File: config.mk
export PLATFORM = sky130hd
export DESIGN_NAME = mandelbrot_pixel_scheduler
export DESIGN_NICKNAME = d
export VERILOG_FILES = /design/src/rtl/mandelbrot_pixel_scheduler.sv
export SDC_FILE = /design/constraint.sdc
export NUM_CORES = 1
export LEC_CHECK = 0
export CORE_ASPECT_RATIO = 2
export CORE_UTILIZATION = 35
export CTS_CLUSTER_DIAMETER = 150
export DETAILED_ROUTE_END_ITERATION = 8
export PLACE_DENSITY = 0.6
export SLEW_MARGIN = 15
export SYNTH_ARGS = -nofsm -noshare
export SYNTH_HDL_FRONTEND = slang
export SYNTH_SLANG_ARGS = --single-unit
export TNS_END_PERCENT = 50
File: constraint.sdc
create_clock -name clk -period 4.74 [get_ports clk]
set_input_delay 0.948 -clock clk [delete_from_list [all_inputs] [get_ports clk]]
set_output_delay 0.948 -clock clk [all_outputs]
set_load 0.01 [all_outputs]
File: src/rtl/mandelbrot_pixel_scheduler.sv
// Walks an H_RES x V_RES pixel grid in raster order, feeds each pixel's 4.23 coordinate
// to the iterator and writes the returned iteration count plus a derived colour to the framebuffer.
module mandelbrot_pixel_scheduler #(
  parameter int H_RES  = 640,
  parameter int V_RES  = 480,
  parameter int ADDR_W = 19
) (
  input  logic               clk,
  input  logic               reset,
  input  logic               start,
  input  logic signed [26:0] cr_init,
  input  logic signed [26:0] ci_init,
  input  logic signed [26:0] dr,
  input  logic signed [26:0] di,
  input  logic [15:0]        max_iterations,
  output logic signed [26:0] iter_cr,
  output logic signed [26:0] iter_ci,
  output logic [15:0]        iter_max,
  output logic               iter_reset,
  input  logic               iter_done,
  input  logic [15:0]        iter_count,
  output logic               wr_en,
  output logic [ADDR_W-1:0]  wr_addr,
  output logic [15:0]        wr_count,
  output logic [7:0]         wr_color,
  output logic               busy,
  output logic               frame_done,
  output logic [2:0]         dbg_state
);

  localparam int XW = (H_RES > 1) ? $clog2(H_RES) : 1;
  localparam int YW = (V_RES > 1) ? $clog2(V_RES) : 1;
  localparam logic [XW-1:0] X_LAST = XW'(H_RES - 1);
  localparam logic [YW-1:0] Y_LAST = YW'(V_RES - 1);

  typedef enum logic [2:0] {
    S_IDLE  = 3'd0,
    S_LOAD  = 3'd1,
    S_WAIT  = 3'd2,
    S_WRITE = 3'd3,
    S_DONE  = 3'd4
  } state_t;

  state_t state_q, state_d;

  logic [XW-1:0]        x_q, x_d;
  logic [YW-1:0]        y_q, y_d;
  logic [ADDR_W-1:0]    addr_q, addr_d;
  logic signed [26:0]   cr_q, cr_d;
  logic signed [26:0]   ci_q, ci_d;
  logic signed [26:0]   cr_init_q, cr_init_d;
  logic signed [26:0]   dr_q, dr_d;
  logic signed [26:0]   di_q, di_d;
  logic [15:0]          max_q, max_d;
  logic [15:0]          count_q, count_d;
  logic [7:0]           color_q, color_d;
  logic                 last_pixel;

  assign last_pixel = (x_q == X_LAST) && (y_q == Y_LAST);

  // Iterator handshake: iter_reset=1 loads iter_cr/iter_ci/iter_max into the iterator;
  // once it drops, the iterator runs until it raises iter_done for one or more cycles,
  // and iter_count is consumed on the first cycle iter_done is seen high in WAIT.
  always_ff @(posedge clk) begin
    if (reset) begin
      state_q <= S_IDLE;
    end else begin
      state_q <= state_d;
    end
  end

  always_comb begin
    state_d = state_q;
    case (state_q)
      S_IDLE:  if (start) state_d = S_LOAD;
      S_LOAD:  state_d = S_WAIT;
      S_WAIT:  if (iter_done) state_d = S_WRITE;
      S_WRITE: state_d = last_pixel ? S_DONE : S_LOAD;
      S_DONE:  state_d = S_IDLE;
      default: state_d = S_IDLE;
    endcase
  end

  always_comb begin
    busy       = (state_q != S_IDLE);
    iter_reset = (state_q == S_IDLE) || (state_q == S_LOAD);
    wr_en      = (state_q == S_WRITE);
    frame_done = (state_q == S_DONE);
    dbg_state  = state_q;
  end

  always_comb begin
    x_d       = x_q;
    y_d       = y_q;
    addr_d    = addr_q;
    cr_d      = cr_q;
    ci_d      = ci_q;
    cr_init_d = cr_init_q;
    dr_d      = dr_q;
    di_d      = di_q;
    max_d     = max_q;
    count_d   = count_q;
    color_d   = color_q;
    case (state_q)
      S_IDLE: begin
        if (start) begin
          cr_init_d = cr_init;
          dr_d      = dr;
          di_d      = di;
          max_d     = max_iterations;
          x_d       = '0;
          y_d       = '0;
          addr_d    = '0;
          cr_d      = cr_init;
          ci_d      = ci_init;
        end
      end
      S_WAIT: begin
        if (iter_done) begin
          count_d = iter_count;
          // Points that hit the cap are inside the set; escaping points never map to black.
          color_d = (iter_count >= max_q) ? 8'h00 : (iter_count[7:0] | 8'h01);
        end
      end
      S_WRITE: begin
        if (x_q != X_LAST) begin
          x_d  = x_q + XW'(1);
          cr_d = cr_q + dr_q;
        end else begin
          x_d  = '0;
          cr_d = cr_init_q;
          y_d  = y_q + YW'(1);
          ci_d = ci_q - di_q;
        end
        addr_d = addr_q + ADDR_W'(1);
      end
      default: ;
    endcase
  end

  always_ff @(posedge clk) begin
    if (reset) begin
      x_q       <= '0;
      y_q       <= '0;
      addr_q    <= '0;
      cr_q      <= '0;
      ci_q      <= '0;
      cr_init_q <= '0;
      dr_q      <= '0;
      di_q      <= '0;
      max_q     <= '0;
      count_q   <= '0;
      color_q   <= '0;
    end else begin
      x_q       <= x_d;
      y_q       <= y_d;
      addr_q    <= addr_d;
      cr_q      <= cr_d;
      ci_q      <= ci_d;
      cr_init_q <= cr_init_d;
      dr_q      <= dr_d;
      di_q      <= di_d;
      max_q     <= max_d;
      count_q   <= count_d;
      color_q   <= color_d;
    end
  end

  assign iter_cr  = cr_q;
  assign iter_ci  = ci_q;
  assign iter_max = max_q;
  assign wr_addr  = addr_q;
  assign wr_count = count_q;
  assign wr_color = color_q;

endmodule
==> Word level (Yosys, flattened, before mapping) <==
Index checks and enable logic that the tools add are counted.
{ "op_classes": {"add_sub_neg": 5, "order_cmp": 1, "n_eq_ne": 10, "mux": 19, "n_reduce_logical": 10} }
{ "op_table": {"columns": ["operator", "n"], "rows": [
  ["$mux W27", 4],
  ["$pmux W27 S2", 2],
  ["$pmux W19 S2", 1],
  ["$add A27 B27 Y27", 1],
  ["$sub A27 B27 Y27", 1],
  ["$mux W10", 2],
  ["$pmux W10 S2", 1],
  ["$add A19 B1 Y19 const B", 1],
  ["$mux W19", 1],
  ["$mux W9", 2],
  ["$pmux W9 S2", 1],
  ["$ge A16 B16 Y1", 1],
  ["$pmux W3 S4", 1],
  ["$add A10 B1 Y10 const B", 1],
  ["$eq A10 B10 Y1 const B", 1],
  ["$ne A10 B10 Y1 const B", 1],
  ["$add A9 B1 Y9 const B", 1],
  ["$eq A9 B9 Y1 const B", 1],
  ["$mux W3", 3],
  ["$mux W8", 1],
  ["$reduce_and A2 Y1", 4],
  ["$eq A3 B2 Y1 const B", 2],
  ["$ne A2 B2 Y1 const B", 3],
  ["$eq A3 B1 Y1 const B", 1],
  ["other kinds (7)", 7]
]} }
{ "word_totals": {"register_bits": 216, "input_bits": 144, "output_inout_bits": 120, "elab_cells": 57} }

==> Longest topological paths before layout <==
Gate-level depths: netlist (run 1).
{ "depth": {"ltp_word": 4, "ltp_mapped": 11, "mapped_depth_nobuf": 11} }

==> Least setup slack after synthesis (run 1) <==
Ideal clock, no wire load.
{ "synth_timing": {"path_kind": "register to output", "from": "register state_q[0], in the netlist dbg_state[0]", "to": "output wr_en", "t_arrival_ns": 1.587, "required_ns": 3.792, "slack_ns": 2.205, "path_stages_with_launch": 7, "n_path_buf": 4, "path_cell_list": "dfxtp_1 -> buf_2 -> nand3b_1 -> inv_1 -> buf_2 -> clkbuf_1 -> buf_2"} }
{ "synth_between": {"elab_chain_cells": 1} }
{ "synth_rtl": {"columns": ["element", "line", "rtl"], "rows": [
  ["from (decl)", "44", "state_t state_q, state_d;"],
  ["from (signal assigned)", "68", "state_q <= state_d;"],
  ["$eq A3 B2 Y1", "87", "wr_en = (state_q == S_WRITE);"],
  ["to (decl)", "22", "output logic wr_en,"]
]} }
No other way between the ends.

==> Worst setup path after layout (run 1) <==
{ "layout_timing": {"from": "register state_q[2], in the netlist dbg_state[2]", "to": "output wr_en"} }
Same word-level chain as after synthesis.

==> impl_results.md, run 1 <==
- Syn Nets: between 1500 and 2000
- Setup crit start kind: register
- RSZ-0062 raised after global routing: false
- Fin Clk Skew: between 10 and 15 ps
- Overflow after GRT: 0
- Cts repair resizes: 0
- Worst Reg-to-Reg Cells: 8
- Setup Buffers After CTS: 0
- Setup crit end: wr_en
- Die area: between 30000 and 40000 um^2
- Layout cell share with drive strength beyond 1: under 10%
- Number of routed nets with antenna violations: 0
- DR vias/cell: ~5.4
- EDFF count, synth: 0
- Type of the tightest min-delay check: reg2reg
- Rows: 95
- DR DRC count: 0
- Async set-or-reset flop fraction in the synthesized netlist: 0%
- Fin crit period: ~3300 ps
- Largest net degree at the start of global routing: 110
- Number of synthesis warnings: 0
- CTS tree: done
- Synth Instances: about 1600
- Reg2reg start: iter_cr[6]
- WP data arrival: between 2000 and 2500 ps
- Total power: 5600 uW
- Ports: roughly 260
- Register bit count reported by yosys: approximately 220
- Post-synthesis sequential area ratio: between 30% and 40%
- Unique masters post-synth: 73
- Crit path from: dbg_state[2]
- Leak Pwr: slightly below 0.006 uW
- Top cell type's share of synthesized area: between 30 and 40%
- Dpl hpwl: ~30 mm
- Crit end category: primary output
- Syn Area/Cell: 7.57 um^2
- WS Path Type: reg2out
- Initial Util: approximately 36%
- CTS H-tree depth: 1
- Top post-synthesis cells by area: dfxtp_1 (36%), nand2_1 (11%), a21oi_1 (8.9%)
- Core area: about 34000 um^2
- Die height: 263 um
- CTS buffer count: 23
- RR Endpoint: iter_cr[21]
- Maximum root-to-sink buffer count: 3
- Largest area contributor in the netlist: dfxtp_1
- Max Fclk: ~0.30 GHz
- GRT Overall Usage: 22.5%
- Most frequent cells in the layout: nand2_1 (342), clkdlybuf4s50_1 (262), dfxtp_1 (216)
- Fin. max-slew vios: 0
- Pwr dens: approximately 360 nW/um^2
- Max Cap Viol: 0
- Status: finished clean
- Worst reg-to-reg setup slack: 1770 ps
- Worst slew pin tran: roughly 790 ps
- RD Place Congestion: between 0.9 and 1
- Most common cell after layout, fill and taps aside: nand2_1
- Via Count: around 12000
- Routed wire length: 39.9 mm
- Worst-path clk slew: around 70 ps
- P&R area growth vs syn: 31.0%
- Root buf cell: clkbuf_16
- Sum Neg Setup Slack: 0 ps
- Final Setup Violations: 0
- Die width: about 130 um
- Initial antenna violation count: 2
- WL per Instance: ~18 um
- Peak fanout along the critical path: 22
- Hold buffer count at CTS: 0
- Worst Hold Depth: 2
- Final Hold Fails: 0
- Port buffer count: around 260
- Relative max-transition margin: 47.3%
- Worst-Skew Late Latency: 530 ps
- Sink Count: between 200 and 250
- # nets final: approximately 2000
- Commonest register cell after synthesis: dfxtp_1
- First-pass GRT wire length: around 63 mm
- Drt pass-1 iters: 5
- Maximum vdd drop: 0.248 mV
- Period utilization: 69.9%
- Synth Cell Area: around 12000 um^2
- Vias in the first global route: between 10000 and 15000
- Worst path required time: 3790 ps
- Iter 0 DRT Violations: ~440
## routing by layer
layer	GRT usage [%]	up-vias	wire length (um)
li1	-	5957	-
met1	22.2	5656	14300
met2	45.0	322	22000
met3	2.43	93	1600
met4	11.7	0	1920
met5	0	-	0
## how the worst min path moves through the flow
| stage | slack (ps) | start | end |
|---|---|---|---|
| floorplan | 430 | cr_init_q[3] | cr_init_q[3] |
| global route | 470 | cr_init_q[22] | cr_init_q[22] |
| global placement | 440 | wr_count[1] | wr_count[1] |
| CTS | 460 | wr_count[1] | wr_count[1] |
| finish | 450 | cr_init_q[11] | cr_init_q[11] |
| detailed placement | 450 | wr_count[1] | wr_count[1] |
## Yosys cell counts, drive strengths merged (22+ instances only)
cell    instances
xor2           22
nand2         343
nor3           24
o21ai          59
dfxtp         216
nor2          137
a21oi         214
xnor2          22
nand4          23
ha             71
clkbuf         76
inv            53
nand3          35
## stage by stage
stage                     setup WS [ps]  hold WS (ps)  cell area, um^2  util, %  std cells
after floorplan                    2210           433            11900        -       1576
after global placement             1510           442            14900     44.4       2193
after detailed placement           1410           446            14900     44.4       2193
after CTS                          1370           455            15600     46.6       2234
after global routing               1300           468            15600     46.6       2235
final                              1430           453            15600     46.6       2236
## worst max-delay path, stage by stage, from the launching register on
cell and delay (ps):
dfxtp_1 470, nand3b_1 280, inv_2 370, clkdlybuf4s50_1 700
## power by group
group | internal [uW] | switching [uW] | leakage [uW]
clock network | 1010 | 783 | 0.000362
logic | 749 | 977 | 0.00369
registers | 1960 | 119 | 0.00177
total | 3720 | 1880 | 0.00582
## registers in the layout, indices dropped and copies added, names as in the netlist
name,cells
di_q,27
wr_color,8
dbg_state,3
cr_init_q,27
iter_ci,27
dr_q,27
iter_cr,27
wr_count,16
wr_addr,19
y_q,9
iter_max,16
x_q,10
## layout make-up
cell class | count | area [um^2]
clock buffer | 29 | 638
sequential | 216 | 4320
multi-input combinational | 1211 | 7040
timing repair buffer | 277 | 2760
tap | 436 | 546
inverter | 53 | 199
fill | 3487 | 17900
antenna | 2 | 5.00
clock inverter | 12 | 100
## cell families (layout without fill, tap and decap cells)
family	count (synthesis)	count (layout)	synth area share [%]
mux	9	9	0.798
other cells	0	2	0
flops	216	216	36.3
compound gates	447	447	23.8
xor+xnor	44	44	3.23
simple gates	638	638	23.3
buf+inv	149	371	4.89
fa+ha+maj	73	73	7.79
Note: power is estimated with default switching activity, not from simulation.
==> run 2: changes to the inputs <==
- PLACE_DENSITY: 0.6 -> 0.62
- clock period: 4.74 -> 2.85 ns (I/O delays scaled with it)
==> run 2 against run 1 <==
Compared with the run above: die area is the same; non-clock buffer count up 25; register-to-register slack got worse by 1600 ps; sequential cell count is the same; combinational power increased by 71%; utilization grew 0.97 points; total power up 73%; critical endpoint is now iter_ci[16]; critical path type is now reg2reg.
==> impl_results.md, run 2 (synthesis results as in run 1) <==
- CP delay by family, top: compound AO/OA/AOI/OAI gates
- Relative max-transition margin: 51.5% (+4.1 points)
- Drt pass-1 iters: 5 (unchanged)
- Fin Clk Skew: 25.0 ps (+12.9 ps)
- CTS buffer count: 22 (-4.3%)
- Worst slew pin tran: 728 ps (-62.1 ps)
- Vias in the first global route: 12000 (+0.68%)
- Power share of the sequential group: 35.6% (-1.5 points)
- RD Place Congestion: 0.915 (-3.8%)
- Finished Cell Area: 15900 um^2 (+2.1%)
- Switch share: 32.1% (-1.4 points)
- Root buf cell: clkbuf_16
- Most frequent cells in the layout: nand2_1 (342), clkdlybuf4s50_1 (262), dfxtp_1 (215)
- Setup Buffers After CTS: 0 (unchanged)
- Max Cap Viol: 0 (unchanged)
- Final std cells w/o fill: 2262 (+1.2%)
- Initial antenna violation count: 5 (+3)
- Routed wire length: 39.7 mm (-0.51%)
- Maximum vdd drop: 0.512 mV (+110%)
- Sink Count: 216 (unchanged)
- Largest stage delay, worst path: 470 ps (-230 ps)
- Rows: 95 (unchanged)
- WP data arrival: 3130 ps (+770 ps)
- Worst path bufs/invs: 2 (unchanged)
- Worst-path clk slew: 60 ps (about the same)
- Cts repair resizes: 0 (unchanged)
- Setup crit start kind: register
- Die width: 133 um (unchanged)
- CP most frequent cell: inv_1
- Fin. max-slew vios: 0 (unchanged)
- CTS tree: done
- WS Path Type: reg2reg
- Worst-Skew Late Latency: 540 ps (about the same)
- Crit end category: register
- Critical Path, Cell by Cell: inv_1 > ha_1 > inv_1 > fa_1 > a21o_1 > a22o_1 > a2111oi_4 > or4b_1 > a311oi_1
- Total power: 9720 uW (+73%)
- First-pass GRT wire length: 62.8 mm (-0.13%)
- Max Fclk: between 0.3 and 0.4 GHz
- RSZ-0062 raised after global routing: true
- P&R area growth vs syn: 33.7%
- CTS H-tree depth: 1 (unchanged)
- Largest net degree at the start of global routing: 69 (-37%)
- M1 GR Usage: 22.1% (-0.039 points)
- Dpl hpwl: 30.0 mm (+2.8%)
- Logic pwr share: 30.4% (-0.4 points)
- Met3 GRT Util: 2.14% (-0.29 points)
- Most common cell after layout, fill and taps aside: nand2_1
- Hold buffer count at CTS: 0 (unchanged)
- Die height: 263 um (unchanged)
- Pwr dens: 610 nW/um^2 (+70%)
- Met2 Track Usage GR: 44.9% (-0.057 points)
- DR DRC count: 0 (unchanged)
- Ports: 264 (unchanged)
- Layer with the highest usage: met2
- Final Setup Violations: 0 (unchanged)
- Sw power: 3120 uW (+66%)
- Leak Pwr: 0.00600 uW (+3.2%)
- Post-Place Cells: 2218 (+1.1%)
- Placed cell area: 15100 um^2 (+1.5%)
- Worst path required time: 3280 ps (-510 ps)
- Overflow after GRT: 0 (unchanged)
- Core area: 33500 um^2 (unchanged)
- Die area: 34900 um^2 (unchanged)
- Sum Neg Setup Slack: 0 ps (unchanged)
- Port buffer count: 263 (unchanged)
- Fin crit period: 2700 ps
- Slowest CP cell: or4b_1
- Type of the tightest min-delay check: in2reg
- Period utilization: between 90 and 100%
- WL per Instance: 17.5 um (-1.7%)
- Number of routed nets with antenna violations: 0 (unchanged)
- GRT Overall Usage: 22.4% (-0.066 points)
- Initial Util: 35.6% (unchanged)
- Peak fanout along the critical path: 4 (-82%)
- Layout cell share with drive strength beyond 1: 6.09% (+1.4 points)
- Clock share of power: 34.0% (+1.9 points)
- Maximum root-to-sink buffer count: 3 (unchanged)
- Final Hold Fails: 0 (unchanged)
- DR vias/cell: 5.36 (-0.40%)
- Via Count: 12100 (+0.76%)
- Internal power: 6600 uW (+77%)
- Final hold slack: 391 ps (-61.5 ps)
- Iter 0 DRT Violations: 509 (+16%)
- # nets final: 2023 (+1.2%)
- Status: finished clean
run 2: changes by cell type in the layout (fill, tap and decap cells not counted), sizes merged:
| cell | previous run | this run |
|---|---|---|
| buf | 15 | 40 |
| bufinv | 1 | 5 |
| clkbuf | 29 | 32 |
| clkinv | 6 | 3 |
| clkinvlp | 3 | 0 |
| diode | 2 | 4 |
| inv | 55 | 53 |
run 2: through the flow:
step | setup slack [ps] | util, %
2_1_floorplan | 335 | -
3_3_place_gp | 51.7 | 45.0
3_5_place_dp | -59.5 | 45.0
4_1_cts | 10.3 | 47.5
5_1_grt | -18.9 | 47.5
6_report | 150 | 47.6
run 2: final timing paths:
path / endpoint / slack [ps] / depth (start not counted) / from
min: x_q[5] / 390 / 2 / reset
max: iter_ci[16] / 150 / 9 / iter_ci[0]
min reg2reg: wr_count[8] / 450 / 2 / wr_count[8]
max reg2reg: iter_ci[16] / 150 / 9 / iter_ci[0]
run 2: power groups by stage:
stage / Combinational [uW] / Sequential [uW] / Clock [uW]
floorplan: 1800 / 3520 / 0
global placement: 2910 / 3520 / 0
detailed placement: 2930 / 3520 / 0
CTS: 2950 / 3460 / 3380
global route: 3250 / 3490 / 3490
finish: 2960 / 3460 / 3300
run 2: routing by layer:
layer,vias up,part of all wire [%]
met5,-,0.033
met2,321,56
met3,95,3.6
met4,2,4.8
li1,6006,-
met1,5695,36
run 2: layout make-up:
cell class / instances / area, um^2
flip-flops and latches: 216 / 4330
diodes: 4 / 10.0
inverters: 53 / 199
well taps: 436 / 546
fillers: 3376 / 17600
multi-input cells: 1211 / 7050
clock buffers: 32 / 648
clock inverters: 8 / 176
repair buffers: 302 / 2990
